**src/rtl/sync_fifo.sv**
```systemverilog
// sync_fifo: first-word-fall-through synchronous FIFO with occupancy count,
// almost-full/almost-empty flags, synchronous flush and dropped-request pulses.
module sync_fifo #(
    parameter int DW       = 8,
    parameter int DEPTH    = 16,
    parameter int AW       = $clog2(DEPTH),
    parameter int AF_LEVEL = DEPTH - 2,
    parameter int AE_LEVEL = 2
) (
    input  logic          clock,
    input  logic          preset_L,
    input  logic          clear,
    input  logic          we,
    input  logic [DW-1:0] wdata,
    input  logic          re,
    output logic [DW-1:0] rdata,
    output logic          full,
    output logic          empty,
    output logic          almost_full,
    output logic          almost_empty,
    output logic [AW:0]   count,
    output logic          overflow,
    output logic          underflow
);
    logic [DW-1:0] mem [DEPTH];
    logic [AW-1:0] wptr, rptr;
    logic          wr_ok, rd_ok;

    assign full         = count == (AW+1)'(DEPTH);
    assign empty        = count == '0;
    assign almost_full  = count >= (AW+1)'(AF_LEVEL);
    assign almost_empty = count <= (AW+1)'(AE_LEVEL);
    assign rdata        = empty ? '0 : mem[rptr];
    // A read at full frees the slot this edge, so the write may proceed.
    assign wr_ok        = we && (!full || re);
    assign rd_ok        = re && !empty;

    always_ff @(posedge clock or negedge preset_L) begin
        if (!preset_L) begin
            wptr      <= '0;
            rptr      <= '0;
            count     <= '0;
            overflow  <= 1'b0;
            underflow <= 1'b0;
        end else if (clear) begin
            wptr      <= '0;
            rptr      <= '0;
            count     <= '0;
            overflow  <= 1'b0;
            underflow <= 1'b0;
        end else begin
            wptr      <= wptr + AW'(wr_ok);
            rptr      <= rptr + AW'(rd_ok);
            count     <= count + (AW+1)'(wr_ok) - (AW+1)'(rd_ok);
            overflow  <= we && !wr_ok;
            underflow <= re && !rd_ok;
        end
    end

    always_ff @(posedge clock) begin
        if (wr_ok && !clear) mem[wptr] <= wdata;
    end
endmodule

```
**config.mk**
```make
export PLATFORM = sky130hd
export DESIGN_NAME = sync_fifo
export DESIGN_NICKNAME = d
export VERILOG_FILES = /design/src/rtl/sync_fifo.sv
export SDC_FILE = /design/constraint.sdc
export NUM_CORES = 1
export LEC_CHECK = 0
export ABC_AREA = 1
export BUFFER_PORTS_ARGS = -buffer_cell sky130_fd_sc_hd__clkbuf_2
export CORE_AREA = 2 2 134 136
export DETAILED_ROUTE_END_ITERATION = 10
export DIE_AREA = 0 0 136 138
export GPL_TIMING_DRIVEN = 1
export PLACE_DENSITY_LB_ADDON = 0.3
export SLEW_MARGIN = 10
export SYNTH_ARGS = -nofsm -noshare
export SYNTH_HDL_FRONTEND = slang
export SYNTH_SLANG_ARGS = --single-unit
```
**constraint.sdc**
```tcl
create_clock -name clock -period 2.5 [get_ports clock]
set_input_delay 0.25 -clock clock [delete_from_list [all_inputs] [get_ports clock]]
set_output_delay 0.25 -clock clock [all_outputs]
set_load 0.1 [all_outputs]
```
==> out/metrics.yaml <==
final_layout:
  fin_area_um2: 7500
  num_antenna_cells: 0
  area_growth_pct: 22.1
  layout.nets: 640
  layout-drive-gt1-share_pct: 21.0
  fillers: 1707
  layout.cells.non_filler: 853
global_route:
  overflow: 0
  grt_pass1_wl_mm: 23.0
  grt_use_total_pct: 16.7
  grtUsageMet1_pct: 22.0
  grtUsageMet3_pct: 4.62
  antenna_found_initial: 0
  grt_max_degree: 37
  grt_busiest_layer: "met2"
  use_met2_pct: 25.6
  grt_pass1_vias: 4138
worst_setup_path:
  required_ps: 2250
  startpoint_type: "flop"
  critPathMaxStageDelay_ps: 500
  worst_setup_path_end_kind: "output pin"
  cp_data_arrival_time_ps: 2150
  crit_chain: "inv_4, ha_4, nand2_4, nor2_4, inv_2, nor2_4, buf_4, clkbuf_2"
  path_class: "reg -> out"
  cp.buffers_inverters: 4
  crit_fanout: 9
  slowest_stage: "clkbuf_2"
  cp_top_family: "buffers and inverters"
  r2r_slack_ps: 110
  crit_top_cell: "nor2_4"
detailed_routing:
  dr.pass1.iters: 5
  vias_per_cell: 4.86
  drc: 0
  routed_wl_mm: 14.8
  ant_nets: 0
  drt_iter0_drc: 253
  vias: 4143
  wl_per_cell_um: 17.4
power_and_ir_drop:
  internal-power_mw: 5.21
  power_switching_mw: 3.73
  peakVddDrop_uv: 1640
  powerDensity_nw_per_um2: 1190
  power_frac_comb_pct: 44.6
  pwr-share-clk_pct: 23.9
  p_seq_share_pct: 31.5
  p_leak_nw: 2.90
  swShare_pct: 41.7
clock_tree:
  numCtsBuffers: 17
  cts_root_buffer: "clkbuf_16"
  clk_transition_reported_paths_ps: 60
  worstSkewPairLatency_ps: 420
  h-tree-depth: 4
  cts_buffer_depth: 2
  tritoncts: "done"
  clkSinkCount: 143
timing:
  slew_headroom_pct: 57.8
  fin_crit_ps: 2400
  fin_crit_sh_pct: 96.1
  setup_viol: 0
  slew_violations: 0
  clock_skew_ps: 7.77
  hold_viol: 0
  fmax_ghz: 0.416
  worstMarginPinSlew_ps: 632
  rsz0062_at_grt: "true"
outcome:
  outcome: "finished, final reports clean"
synthesis:
  avgSynthCellArea_um2: 11.3
  yosys_register_bits: 143
  async_flop_share_pct: 10.5
  seq_area_frac_synth_pct: 68.7
  synth_area_leaders: "edfxtp_1 63%, nand2_1 10%, nand3_1 8.5%"
  netlist_area_um2: 6140
  ys_types: 19
  syn-num-nets: 574
  syn-instance-count: 545
  synth_edf_count: 128
  yosysTopAreaCellShare_pct: 62.6
  yosysWarnings: 0
  synth_common_cells: "170 x nand2_1, 128 x edfxtp_1, 104 x nand3_1"
  synth_top_area_cell: "edfxtp_1"
  synth_flop_cell: "edfxtp_1"
  yosysMostFrequentCell: "nand2_1"
floorplanning:
  ioPinCount: 32
  dieArea_um2: 18800
  die_h_um: 138
  start_util_pct: 35.0
  core_area_um2: 17500
  fp.dieW_um: 136
  rows: 49
place:
  port_buffers: 31
  dp.cells: 810
  dp_hpwl_mm: 9.19
  gp_congestion: 0.830
  placed_cell_area_um2: 6820
hold_path:
  hp-class: "in -> reg"
flow_run:
  drv_cap: 0
## kinds of logic after synthesis
logic type,synth area share [%]
flip-flops,68.7
AND/OR/NAND/NOR,21.0
adder cells (fa/ha/maj),3.38
XOR/XNOR,0.143
buffers and inverters,4.73
AO/OA/AOI/OAI,2.08
## path summary, 6_finish.rpt
kind / from / to / cells after the start
worst min-delay path: we / overflow / 3
worst max register to register: count[2] / count[4] / 18
min in group asynchronous: preset_L / count[4] / 2
max in group asynchronous: preset_L / count[3] / 2
worst min register to register: wptr[3] / wptr[3] / 2
worst max-delay path: count[2] / empty / 8
## layout make-up
class                   count  area [um^2]  area share [%]
flip-flops and latches    143         4230            56.4
multi-input cells         347         1740            23.2
repair buffers             72          632            8.43
clock buffers              22          444            5.92
well taps                 229          287            3.82
inverters                  30          120            1.60
clock inverters            10         47.5           0.634
## flip-flops by register name (all words and copies together) (netlist names)
signal and cells:
count 5, mem 128, rptr 4, wptr 4, underflow 1, overflow 1
## worst register-to-register path: stages, from the launching register on
cell and delay, ps:
dfrtp_4 490, inv_4 70, ha_4 120, nand2_4 50, nor2_4 90, inv_2 60, nor2_4 110, inv_2 50
nand2_2 50, inv_2 40, ha_4 200, inv_2 50, ha_4 130, inv_2 40, fa_2 350, o21ai_2 130
a21oi_2 70, o21ai_1 120, a21oi_1 50
## power by group through the flow
stage / clock network [mW] / registers, mW / logic [mW]
final: 2.14 / 2.81 / 3.98
after global routing: 2.28 / 2.82 / 4.29
after CTS: 2.17 / 2.81 / 3.80
after detailed placement: 0 / 2.85 / 3.65
after global placement: 0 / 2.85 / 3.63
after floorplan: 0 / 3.11 / 2.39
## layout by cell type (no fill, tap or decap)
cell type	Yosys	layout
o21a_1	1	1
inv_2	3	7
o21ai_0	7	2
edfxtp_1	128	128
nor2_1	25	23
buf_6	8	1
clkbuf_2	0	24
buf_12	0	9
nor2_4	1	2
dfrtp_1	15	10
dlygate4sd3_1	0	1
o21ai_1	0	4
xnor2_1	1	1
nor2_2	0	1
clkinv_2	0	5
inv_4	0	3
ha_4	0	3
nand2_1	170	168
a21oi_1	17	7
clkinv_1	1	5
nor3_1	5	5
clkbuf_1	0	5
ha_1	15	10
nand2_2	0	1
buf_8	0	2
ha_2	0	2
buf_4	1	34
fa_2	0	1
dfrtp_4	0	2
nand3_1	104	104
nand2_4	0	1
a21oi_2	0	10
o21ai_2	0	1
clkinvlp_4	0	1
inv_1	26	19
clkbuf_16	0	18
dfrtp_2	0	3
## repair_timing
item | in CTS | in global routing
hold buffers | 1 | 0
buffers inserted | 4 | 5
pin swaps | 6 | 9
endpoints found under the hold margin | 15 | 0
setup endpoints to repair | 9 | 12
cloned | 0 | 1
gates resized for setup | 15 | 12
## routing by layer
layer / part of all wire, % / wire, um
met5: 0 / 0
met4: 3.3 / 485
met3: 4.5 / 668
met2: 48 / 7060
met1: 45 / 6620
## through the flow
stage / util, % / TNS, ps / hold WS [ps] / total power [mW] / setup slack (ps)
after floorplan: - / -7520 / -45.6 / 5.50 / -655
after global placement: 38.9 / 0 / 192 / 6.48 / 20.7
after detailed placement: 38.9 / -35.8 / 207 / 6.51 / -35.8
after CTS: 42.2 / 0 / 48.6 / 8.78 / 11.4
after global routing: 42.8 / -64.3 / 69.5 / 9.40 / -57.6
final: 42.8 / 0 / 64.7 / 8.94 / 96.5
(Power assumes the default switching activity.)
